<file path="config.mk">
export PLATFORM = sky130hd
export DESIGN_NAME = spi_reg_bank
export DESIGN_NICKNAME = d
export VERILOG_FILES = /design/src/rtl/spi_reg_bank.sv
export SDC_FILE = /design/constraint.sdc
export NUM_CORES = 1
export LEC_CHECK = 0
export CAP_MARGIN = 5
export CELL_PAD_IN_SITES_DETAIL_PLACEMENT = 0
export CELL_PAD_IN_SITES_GLOBAL_PLACEMENT = 2
export CORE_MARGIN = 2
export CORE_UTILIZATION = 36
export DETAILED_ROUTE_END_ITERATION = 10
export GPL_TIMING_DRIVEN = 1
export PLACE_DENSITY_LB_ADDON = 0.1
export SKIP_LAST_GASP = 1
export SLEW_MARGIN = 15
export SYNTH_ARGS = -nofsm -noshare
export SYNTH_HDL_FRONTEND = slang
export SYNTH_SLANG_ARGS = --single-unit
</file>
<file path="constraint.sdc">
create_clock -name clk -period 3.7 [get_ports clk]
set_clock_uncertainty 0.15 [all_clocks]
set_input_delay 0.555 -clock clk [delete_from_list [all_inputs] [get_ports clk]]
set_output_delay 0.555 -clock clk [all_outputs]
set_load 0.02 [all_outputs]
</file>
<file path="src/rtl/spi_reg_bank.sv">
// spi_reg_bank: SPI mode-0 peripheral with a write-only register bank; define SPI_REG_BANK_READBACK_EN to add read frames on cipo
module spi_reg_bank #(
    parameter int NUM_REGS = 5,
    parameter int ADDR_W   = 7,
    parameter int DATA_W   = 8
) (
    input  logic                       clk,
    input  logic                       rst,
    input  logic                       sclk,
    input  logic                       ncs,
    input  logic                       copi,
    output logic                       cipo,
    output logic                       cipo_oe,
    output logic [NUM_REGS*DATA_W-1:0] regs_out,
    output logic                       wr_strobe,
    output logic [ADDR_W-1:0]          wr_addr
);
    localparam int MAX_W = ADDR_W > DATA_W ? ADDR_W : DATA_W;
    localparam int CNT_W = $clog2(MAX_W + 1);
    localparam logic [ADDR_W:0] NREGS = (ADDR_W + 1)'(NUM_REGS);

    typedef enum logic [2:0] {IDLE, RW, ADDR, DATA, HOLD} state_t;

    state_t             state_q, state_d;
    logic [CNT_W-1:0]   cnt_q, cnt_d;
    logic               rw_q, rw_d;
    logic [ADDR_W-1:0]  addr_q, addr_d, addr_nxt;
    logic [DATA_W-1:0]  data_q, data_d, data_nxt;
    logic [DATA_W-1:0]  regs_q [NUM_REGS];
    logic               wr_strobe_q;
    logic [ADDR_W-1:0]  wr_addr_q;
    logic [2:0]         sclk_q, ncs_q, copi_q;
    logic               sclk_rise, ncs_rise, ncs_fall, addr_last, data_last, commit;

    // two synchroniser stages plus one edge-detect stage per SPI input
    always_ff @(posedge clk or posedge rst) begin
        if (rst) begin
            sclk_q <= '0;
            ncs_q  <= '0;
            copi_q <= '0;
        end else begin
            sclk_q <= {sclk_q[1:0], sclk};
            ncs_q  <= {ncs_q[1:0], ncs};
            copi_q <= {copi_q[1:0], copi};
        end
    end

    assign sclk_rise = sclk_q[1] & ~sclk_q[2];
    assign ncs_rise  = ncs_q[1] & ~ncs_q[2];
    assign ncs_fall  = ~ncs_q[1] & ncs_q[2];
    assign addr_nxt  = ADDR_W'({addr_q, copi_q[2]});
    assign data_nxt  = DATA_W'({data_q, copi_q[2]});
    assign addr_last = cnt_q == CNT_W'(ADDR_W - 1);
    assign data_last = cnt_q == CNT_W'(DATA_W - 1);

    // frame sequencing; ncs release wins over a coincident sclk edge and decides the commit
    always_comb begin
        state_d = state_q;
        cnt_d   = cnt_q;
        rw_d    = rw_q;
        addr_d  = addr_q;
        data_d  = data_q;
        commit  = 1'b0;
        if (ncs_rise) begin
            state_d = IDLE;
            commit  = (state_q == HOLD) && rw_q && ({1'b0, addr_q} < NREGS);
        end else begin
            case (state_q)
                IDLE: begin
                    state_d = ncs_fall ? RW : IDLE;
                    cnt_d   = '0;
                end
                RW: if (sclk_rise) begin
                    rw_d    = copi_q[2];
                    state_d = ADDR;
                end
                ADDR: if (sclk_rise) begin
                    addr_d  = addr_nxt;
                    cnt_d   = addr_last ? '0 : cnt_q + CNT_W'(1);
                    state_d = addr_last ? DATA : ADDR;
                end
                DATA: if (sclk_rise) begin
                    data_d  = data_nxt;
                    cnt_d   = cnt_q + CNT_W'(1);
                    state_d = data_last ? HOLD : DATA;
                end
                default: ;
            endcase
        end
    end

    // frame state registers
    always_ff @(posedge clk or posedge rst) begin
        if (rst) begin
            state_q <= IDLE;
            cnt_q   <= '0;
            rw_q    <= 1'b0;
            addr_q  <= '0;
            data_q  <= '0;
        end else begin
            state_q <= state_d;
            cnt_q   <= cnt_d;
            rw_q    <= rw_d;
            addr_q  <= addr_d;
            data_q  <= data_d;
        end
    end

    // register bank, strobe and last-write address all update on the commit edge
    always_ff @(posedge clk or posedge rst) begin
        if (rst) begin
            for (int i = 0; i < NUM_REGS; i++) regs_q[i] <= '0;
            wr_strobe_q <= 1'b0;
            wr_addr_q   <= '0;
        end else begin
            wr_strobe_q <= commit;
            if (commit) wr_addr_q <= addr_q;
            for (int i = 0; i < NUM_REGS; i++) if (commit && addr_q == ADDR_W'(i)) regs_q[i] <= data_q;
        end
    end

    for (genvar g = 0; g < NUM_REGS; g++) begin : g_out
        assign regs_out[g*DATA_W +: DATA_W] = regs_q[g];
    end

    assign wr_strobe = wr_strobe_q;
    assign wr_addr   = wr_addr_q;

`ifdef SPI_REG_BANK_READBACK_EN
    logic [DATA_W-1:0] tx_q, tx_d, rd_word;
    logic              oe_q, oe_d, sclk_fall;

    assign sclk_fall = ~sclk_q[1] & sclk_q[2];

    // addressed register for readback, zero beyond the bank
    always_comb begin
        rd_word = '0;
        for (int i = 0; i < NUM_REGS; i++) if (addr_nxt == ADDR_W'(i)) rd_word = regs_q[i];
    end

    // load on the last address bit; the fall before the first data rise keeps the MSB on cipo
    always_comb begin
        tx_d = tx_q;
        oe_d = oe_q;
        if (ncs_rise) begin
            oe_d = 1'b0;
        end else if (state_q == ADDR && sclk_rise && addr_last && !rw_q) begin
            tx_d = rd_word;
            oe_d = 1'b1;
        end else if (oe_q && sclk_fall && (state_q == HOLD || cnt_q != '0)) begin
            tx_d = tx_q << 1;
        end
    end

    // readback shifter and output enable
    always_ff @(posedge clk or posedge rst) begin
        if (rst) begin
            tx_q <= '0;
            oe_q <= 1'b0;
        end else begin
            tx_q <= tx_d;
            oe_q <= oe_d;
        end
    end

    assign cipo    = oe_q & tx_q[DATA_W-1];
    assign cipo_oe = oe_q;
`else
    assign cipo    = 1'b0;
    assign cipo_oe = 1'b0;
`endif
endmodule
</file>
==> flow_summary.ini, run 1 <==
[grt]
gr-total-overflow = 0
grt_pass1_vias = 1983
grtUsageTotal_pct = 14.72
grt_start_max_net_pins = 42
grt_pass1_wl_um = 10830
antenna_found_initial = 0

[cts]
clock_path_buffers = 2
post_cts.repair.setup_buffers = 0
clk_pin_slew_ns = 0.08
holdBufCountCts = 0
htree_levels = 3
clkSinkCount = 80
ctsResizeCount = 0
clkLatencyLatePin_ns = 0.35
cts_tree = yes
cts_root_buf = clkbuf_8
cts_made_buffers = 9

[setup_path]
worstSetupEndpointType = register
crit_path_max_fanout = 8
crit_chain = nor4bb_1 > nand4_1 > mux2_2
cpMaxStageDelayCell = nand4_1
cpPeakStageDelay_ns = 0.68
path_class = register to register
critPathLaunchType = register
critical_path_arrival_ns = 2.60
cp.required_ns = 3.79

[place]
dp_hpwl_um = 4259
place_ws_ns = 1.142
numPortBuffers = 52
gp_congestion = 0.7510
placed_area_um2 = 3792

[status]
status = finished, final reports clean

[route]
vias = 1903
drt_iter0_markers = 53
routedWlPerCell_um = 16.74
dr.pass1.iters = 4
ant_nets = 0
drt-total-wl_um = 6530
drc = 0
avgViaCountPerCell = 4.879

[timing]
clock.fmax_mhz = 397.6
finalWorstSetupSlack_ns = 1.185
finalCriticalPeriod_ns = 2.515
finalSetupViolations = 0
slew_violations = 0
fin_tns_setup_ns = 0
slew_headroom_pct = 48.39
worst_pin_slew_ns = 0.7637
rsz0062_at_grt = no
hold_violations = 0
period_share_pct = 67.98

[synth]
synth_cells = 219
synth_area_per_cell_um2 = 14.37
synth_area_um2 = 3148
synth-async-reset-ratio_pct = 100.0
ys_seq_area_share_pct = 63.59
yosysWarningCount = 0
ys_ff_latch = 80
synth_edf_count = 0
ys.flop_type = dfrtp_1
ys_types = 35

[floorplan]
die_h_um = 97.51
io_pins = 55
num_rows = 34
initial_core_util_pct = 36.63
core_um2 = 8593
die-area_um2 = 9508
die_w_um = 97.51

[pwr]
cellLeakagePower_uw = 0.001877
ir_drop_v = 0.0001758
power_density_nw_per_um2 = 431.5

[final_layout]
fillerInstances = 782
layout.cells.most_common = dfrtp_1
finish.net_count = 284
antenna_cells = 0
drive_gt1_share_pct = 26.95
layout_common_cells = dfrtp_1 (80), mux2_2 (56), clkdlybuf4s50_1 (52)
synthToLayoutAreaGrowth_pct = 26.43
fin_area_um2 = 3980

[run]
maxCapViolations = 0

[hold_path]
min_path_type = register to register
==> critical path, delay by kind of cell, from the launching register on <==
kind | cells | cell delay, ns
flops | 1 | 0.45
simple gates | 2 | 1.32
mux | 1 | 0.49
==> through the flow <==
stage / total power [µW] / hold WS, ns / util [%] / std cells
2_1_floorplan: 1082 / 0.1812 / - / 220
3_3_place_gp: 1121 / 0.1839 / 44.13 / 374
3_5_place_dp: 1126 / 0.1863 / 44.13 / 374
4_1_cts: 1741 / 0.2065 / 46.32 / 390
5_1_grt: 1809 / 0.2175 / 46.32 / 390
6_report: 1717 / 0.2074 / 46.32 / 390
==> layout make-up <==
class	count	area, µm²	area share (%)
Tap cell	108	135.1	3.395
Timing Repair Buffer	53	540.5	13.58
Inverter	5	20.02	0.5030
Sequential cell	80	2002	50.30
Clock inverter	6	50.05	1.257
Clock buffer	10	137.6	3.458
Multi-Input combinational cell	128	1095	27.51
==> cells by family (layout without fill, tap and decap cells) <==
logic type                 after synthesis  after routing  synth area share (%)
and+or+nand+nor                         50             50                 9.896
DFF                                     80             80                 63.59
buffers and inverters                   12             74                 1.749
other                                    1              2                0.1191
adders and majority gates                2              2                0.7948
AOI/OAI and AO/OA                       18             18                 3.816
muxes                                   56             56                 20.03
==> cell usage after synthesis (2+ instances only) <==
| master | number | share of area, % |
|---|---|---|
| nor3b_1 | 4 | 0.95 |
| nand4_1 | 4 | 0.79 |
| and3_1 | 4 | 0.79 |
| a2bb2oi_1 | 2 | 0.56 |
| nand3_1 | 5 | 0.79 |
| nor2_1 | 8 | 0.95 |
| o211ai_1 | 3 | 0.72 |
| buf_4 | 2 | 0.48 |
| a31oi_1 | 2 | 0.40 |
| inv_1 | 5 | 0.60 |
| nand2_1 | 8 | 0.95 |
| nor2b_1 | 4 | 0.79 |
| and2_1 | 4 | 0.79 |
| dfrtp_1 | 80 | 64 |
| a21oi_1 | 3 | 0.48 |
| mux2_2 | 56 | 20 |
| o21ai_0 | 3 | 0.48 |
| buf_2 | 2 | 0.32 |
| clkbuf_1 | 3 | 0.36 |
| ha_1 | 2 | 0.79 |
==> flip-flops by register name (all words and copies together), names as in the netlist <==
| signal | count |
|---|---|
| state_q | 3 |
| copi_q | 3 |
| data_q | 8 |
| ncs_q | 3 |
| wr_strobe | 1 |
| sclk_q | 3 |
| addr_q | 7 |
| cnt_q | 4 |
| regs_out | 40 |
| wr_addr | 7 |
| rw_q | 1 |
==> path summary, 6_finish.rpt <==
path	startpoint	slack, ns	endpoint	cells past startpoint
worst max-delay path	state_q[2]	1.18	regs_out[11]	3
max in group asynchronous	rst	2.25	wr_addr[1]	3
min in group asynchronous	rst	0.48	cnt_q[0]	2
worst min register to register	copi_q[1]	0.21	copi_q[2]	0
worst max register to register	state_q[2]	1.18	regs_out[11]	3
worst min-delay path	copi_q[1]	0.21	copi_q[2]	0
==> power by group <==
part	switching [µW]	internal [µW]	leakage, µW
clock	340	270	0.0000899
sequential	64.0	909	0.00109
combinational	72.0	61.2	0.000697
total	476	1240	0.00188
==> layer usage <==
layer	vias up	global-route usage, %	wire, µm
met5	-	0	0
met1	951	20.17	3283
met2	44	21.70	2840
li1	898	-	-
met4	0	6.410	118
met3	10	4.388	288
Power figures use the tool's default switching activity.
==> inputs of run 2 (changes only) <==
--- a/config.mk
+++ b/config.mk
@@ -9,7 +9,7 @@
 export CELL_PAD_IN_SITES_DETAIL_PLACEMENT = 0
 export CELL_PAD_IN_SITES_GLOBAL_PLACEMENT = 2
 export CORE_MARGIN = 2
-export CORE_UTILIZATION = 36
+export CORE_UTILIZATION = 33
 export DETAILED_ROUTE_END_ITERATION = 10
 export GPL_TIMING_DRIVEN = 1
 export PLACE_DENSITY_LB_ADDON = 0.1
==> constraint.sdc (replaced) <==
create_clock -name clk -period 2.08 [get_ports clk]
set_clock_uncertainty 0.15 [all_clocks]
set_input_delay 0.312 -clock clk [delete_from_list [all_inputs] [get_ports clk]]
set_output_delay 0.312 -clock clk [all_outputs]
set_load 0.02 [all_outputs]
==> run 2 against run 1 <==
  * Sequential power up 77%
  * Via count up 1.8%
  * Hold slack got worse by 0.0057 ns
  * Sequential share of layout area fell by 2.6 points
  * Maximum frequency rose by 28%
  * Core utilization is 0.94 points lower
  * Count of clock-buffer cells in the layout decreased by 1
  * Sequential cell count unchanged
  * Non-clock buffer count rose by 16
  * Total power rose by 94%
  * Wire length grew 4.7%
  * Combinational power rose by 100%
  * Critical path type unchanged
  * Largest cell class unchanged
==> flow_summary.ini, run 2 (synthesized netlist as in run 1, its figures left out) <==
[setup_path]
regToRegStartpoint = addr_q[5]
critical_path_arrival_ns = 2.04
crit_path_max_fanout = 8
cpMaxStageDelayCell = dfrtp_1
rrSetupSlack_ns = 0.12
crit_chain = nor4bb_2 > nand3_1 > nor3_4 > buf_4 > mux2_2
critPathLaunchType = register
r2r-end = regs_out[29]
r2r_cells = 5
cp.required_ns = 2.16
path_class = register to register
cpPeakStageDelay_ns = 0.41
worstSetupEndpointType = register

[route]
ant_nets = 0
avgViaCountPerCell = 4.549
drt_iter0_markers = 78
dr.pass1.iters = 4
vias = 1938
routedWlPerCell_um = 16.05
drc = 0
drt-total-wl_um = 6836

[place]
numPortBuffers = 52
place_ws_ns = -0.001248
dp_hpwl_um = 4716
gp_congestion = 0.7650
placed_area_um2 = 3946

[hold_path]
holdPathEnd = ncs_q[1]
min_path_type = register to register
min_from = ncs_q[0]
min_path_cells = 0

[final_layout]
synthToLayoutAreaGrowth_pct = 33.19
layout.cells.most_common = dfrtp_1
drive_gt1_share_pct = 30.98
finish.net_count = 300
largest_reg_flops = 40
multiInputGateArea_um2 = 1101
fin_area_um2 = 4193
antenna_cells = 0
utilization_pct = 45.38
seqCellArea_um2 = 2002
fillerInstances = 855
layout_common_cells = dfrtp_1 (80), mux2_2 (56), clkdlybuf4s50_1 (52)

[grt]
gr-total-overflow = 0
antenna_found_initial = 0
grtUsageTotal_pct = 14.52
grt_pass1_wl_um = 11210
grt_start_max_net_pins = 52
grt_pass1_vias = 2136

[floorplan]
num_rows = 35
io_pins = 55
initial_core_util_pct = 34.07
die_h_um = 101.7
die-area_um2 = 10340
core_um2 = 9240
die_w_um = 101.7

[pwr]
cellLeakagePower_uw = 0.001981
ir_drop_v = 0.0004539
power_density_nw_per_um2 = 794.2

[timing]
rsz0062_at_grt = no
hold_violations = 0
clock.fmax_mhz = 510.7
slew_violations = 0
finalWorstSetupSlack_ns = 0.1221
period_share_pct = 94.13
fin_tns_setup_ns = 0
finalSetupViolations = 0
finalCriticalPeriod_ns = 1.958

[cts]
cts_root_buf = clkbuf_8
clkSinkCount = 80
holdBufCountCts = 0
cts_made_buffers = 9
cts_tree = yes
htree_levels = 3
clkLatencyLatePin_ns = 0.35
clock_path_buffers = 2
clk_pin_slew_ns = 0.08

[run]
maxCapViolations = 0

[status]
status = finished, final reports clean
run 2: power breakdown:
group | internal [µW] | leakage [µW] | switching [µW]
registers | 1620 | 0.00109 | 106
logic | 129 | 0.000772 | 137
clock network | 789 | 0.000119 | 552
total | 2540 | 0.00198 | 794
run 2: cell type report:
cell class	count	area share, %
sequential	80	47.75
inverter	5	0.5372
tap	129	3.850
clock buffer	9	2.954
timing repair buffer	69	16.05
multi-input combinational	128	26.26
clock inverter	6	2.596
run 2: layer usage:
layer,global-route usage [%],vias to the layer above,share of wire [%]
li1,-,919,-
met1,19.68,975,47
met2,21.00,34,46
met3,5.383,10,5.6
met4,5.925,0,1.7
met5,0,-,0
run 2: critical path: cells and delay by family (launching register included):
family / cells / cell delay [ns]
AND/OR/NAND/NOR: 3 / 0.76
flip-flops: 1 / 0.41
multiplexers: 1 / 0.34
buffers and inverters: 1 / 0.19
run 2: worst max-delay path by stage:
stage                         endpoint  cells past startpoint  startpoint  slack, ns
after global placement    regs_out[25]                      5   addr_q[3]       0.09
after floorplan           regs_out[24]                      5  state_q[1]       0.15
after detailed placement  regs_out[31]                      5   addr_q[3]     -0.001
final                     regs_out[29]                      5   addr_q[5]       0.12
after global routing      regs_out[30]                      5   addr_q[5]       0.02
after CTS                 regs_out[29]                      5   addr_q[5]       0.05
run 2: repair_timing:
item                       CTS  global route
pin swaps                    1             0
setup buffers                1             0
setup endpoints to repair    8            12
gates cloned                 0             0
resized for setup            0             1
run 2: stage by stage:
| stage | hold WS (ns) | total power [µW] | cells |
|---|---|---|---|
| final | 0.2017 | 3330 | 426 |
| after global routing | 0.2109 | 3496 | 426 |
| after CTS | 0.2051 | 3376 | 426 |
| after detailed placement | 0.1863 | 2017 | 410 |
| after global placement | 0.1857 | 2021 | 410 |
| after floorplan | 0.1812 | 1925 | 220 |
==> inputs of run 3 (changes only) <==
--- a/config.mk
+++ b/config.mk
@@ -13,6 +13,7 @@
 export DETAILED_ROUTE_END_ITERATION = 10
 export GPL_TIMING_DRIVEN = 1
 export PLACE_DENSITY_LB_ADDON = 0.1
+export SKIP_CTS_REPAIR_TIMING = 1
 export SKIP_LAST_GASP = 1
 export SLEW_MARGIN = 15
 export SYNTH_ARGS = -nofsm -noshare
==> run 3 against run 2 <==
  * Critical endpoint unchanged
  * First-iteration DRC count shrank 19%
  * Count of clock-buffer cells in the layout is the same
  * Sequential power is essentially flat
  * Largest power group unchanged
==> flow_summary.ini, run 3 (synthesized netlist as in run 1, its figures left out) <==
[status]
status = finished, final reports clean

[setup_path]
path_depth = 5
path_class = register to register
cpPeakStageDelay_ns = 0.41
path_delay_family = simple AND/OR/NAND/NOR gates
r2r_cells = 5
critPathLaunchType = register
cp.required_ns = 2.16
cpMaxStageDelayCell = dfrtp_1
critical_path_arrival_ns = 2.04
worstSetupEndpointType = register
crit_path_max_fanout = 8
crit_buf_inv = 1
crit_chain = nor4bb_2 > nand3_1 > nor3_4 > buf_4 > mux2_2

[grt]
grt_start_max_net_pins = 52
grtUsageTotal_pct = 14.50
antenna_found_initial = 0
gr-total-overflow = 0
grt_pass1_wl_um = 11200
grt_pass1_vias = 2130

[pwr]
cellLeakagePower_uw = 0.001981
swShare_pct = 23.81
pwr-share-clk_pct = 40.3
p_total_uw = 3328
p_switching_uw = 792.5
ir_drop_v = 0.0004542
internal-power_uw = 2536
pwr-share-seq_pct = 51.8
p_comb_share_pct = 8.0
power_density_nw_per_um2 = 793.8

[floorplan]
io_pins = 55
initial_core_util_pct = 34.07
die_h_um = 101.7
num_rows = 35
core_um2 = 9240
die-area_um2 = 10340
die_w_um = 101.7

[route]
drt_iter0_markers = 63
routedWlPerCell_um = 16.01
vias = 1945
ant_nets = 0
drt-total-wl_um = 6822
dr.pass1.iters = 4
drc = 0
avgViaCountPerCell = 4.566

[cts]
clkSinkCount = 80
clk_pin_slew_ns = 0.08
cts_tree = yes
clock_path_buffers = 2
cts_made_buffers = 9
cts_root_buf = clkbuf_8
clkLatencyLatePin_ns = 0.35
htree_levels = 3

[timing]
period_share_pct = 94.14
finalCriticalPeriod_ns = 1.958
slew_violations = 0
finalWorstSetupSlack_ns = 0.1219
hold_violations = 0
finalSetupViolations = 0
rsz0062_at_grt = no
clock.fmax_mhz = 510.7
fin_tns_setup_ns = 0

[final_layout]
largest_reg_flops = 40
utilization_pct = 45.38
layout_common_cells = dfrtp_1 (80), mux2_2 (56), clkdlybuf4s50_1 (52)
finish.net_count = 300
synthToLayoutAreaGrowth_pct = 33.19
drive_gt1_share_pct = 30.98
antenna_cells = 0
layout.cells.most_common = dfrtp_1

[place]
place_ws_ns = -0.001248
numPortBuffers = 52
gp_congestion = 0.7650
dp_hpwl_um = 4716

[hold_path]
min_path_cells = 0
min_path_type = register to register

[run]
maxCapViolations = 0
## run 3: cell counts in the layout (fill, tap and decap cells not counted)
Identical to the previous run, type by type.
## run 3: through the flow
stage / area [µm²] / cells / hold WS [ns]
2_1_floorplan: 3156 / 220 / 0.1812
3_3_place_gp: 3946 / 410 / 0.1857
3_5_place_dp: 3946 / 410 / 0.1863
4_1_cts: 4179 / 425 / 0.2051
5_1_grt: 4193 / 426 / 0.2109
6_report: 4193 / 426 / 0.2020
## run 3: per-layer routing
| metal | GRT usage (%) | part of all wire [%] |
|---|---|---|
| met1 | 19.68 | 47 |
| met2 | 20.95 | 46 |
| met3 | 5.383 | 5.6 |
| met5 | 0 | 0 |
| met4 | 5.925 | 1.7 |
## run 3: power by group through the flow
stage	Combinational, µW	Clock [µW]	Sequential (µW)
2_1_floorplan	243	0	1680
3_3_place_gp	268	0	1750
3_5_place_dp	266	0	1750
4_1_cts	268	1380	1720
5_1_grt	301	1450	1750
6_report	266	1340	1720
## run 3: cell type report
| class | instances | area (µm²) |
|---|---|---|
| Inverter | 5 | 22.52 |
| Sequential cell | 80 | 2002 |
| Fill cell | 857 | 5047 |
| Clock inverter | 6 | 108.9 |
| Tap cell | 129 | 161.4 |
| Timing Repair Buffer | 69 | 673.1 |
| Multi-Input combinational cell | 128 | 1101 |
| Clock buffer | 9 | 123.9 |
## run 3: path summary, 6_finish.rpt
path                            slack [ns]      start      endpoint
max in group asynchronous             1.26        rst  regs_out[27]
worst max register to register        0.12  addr_q[5]  regs_out[29]
worst min register to register        0.20   ncs_q[0]      ncs_q[1]
worst min-delay path                  0.20   ncs_q[0]      ncs_q[1]
min in group asynchronous             0.23        rst  regs_out[17]
worst max-delay path                  0.12  addr_q[5]  regs_out[29]
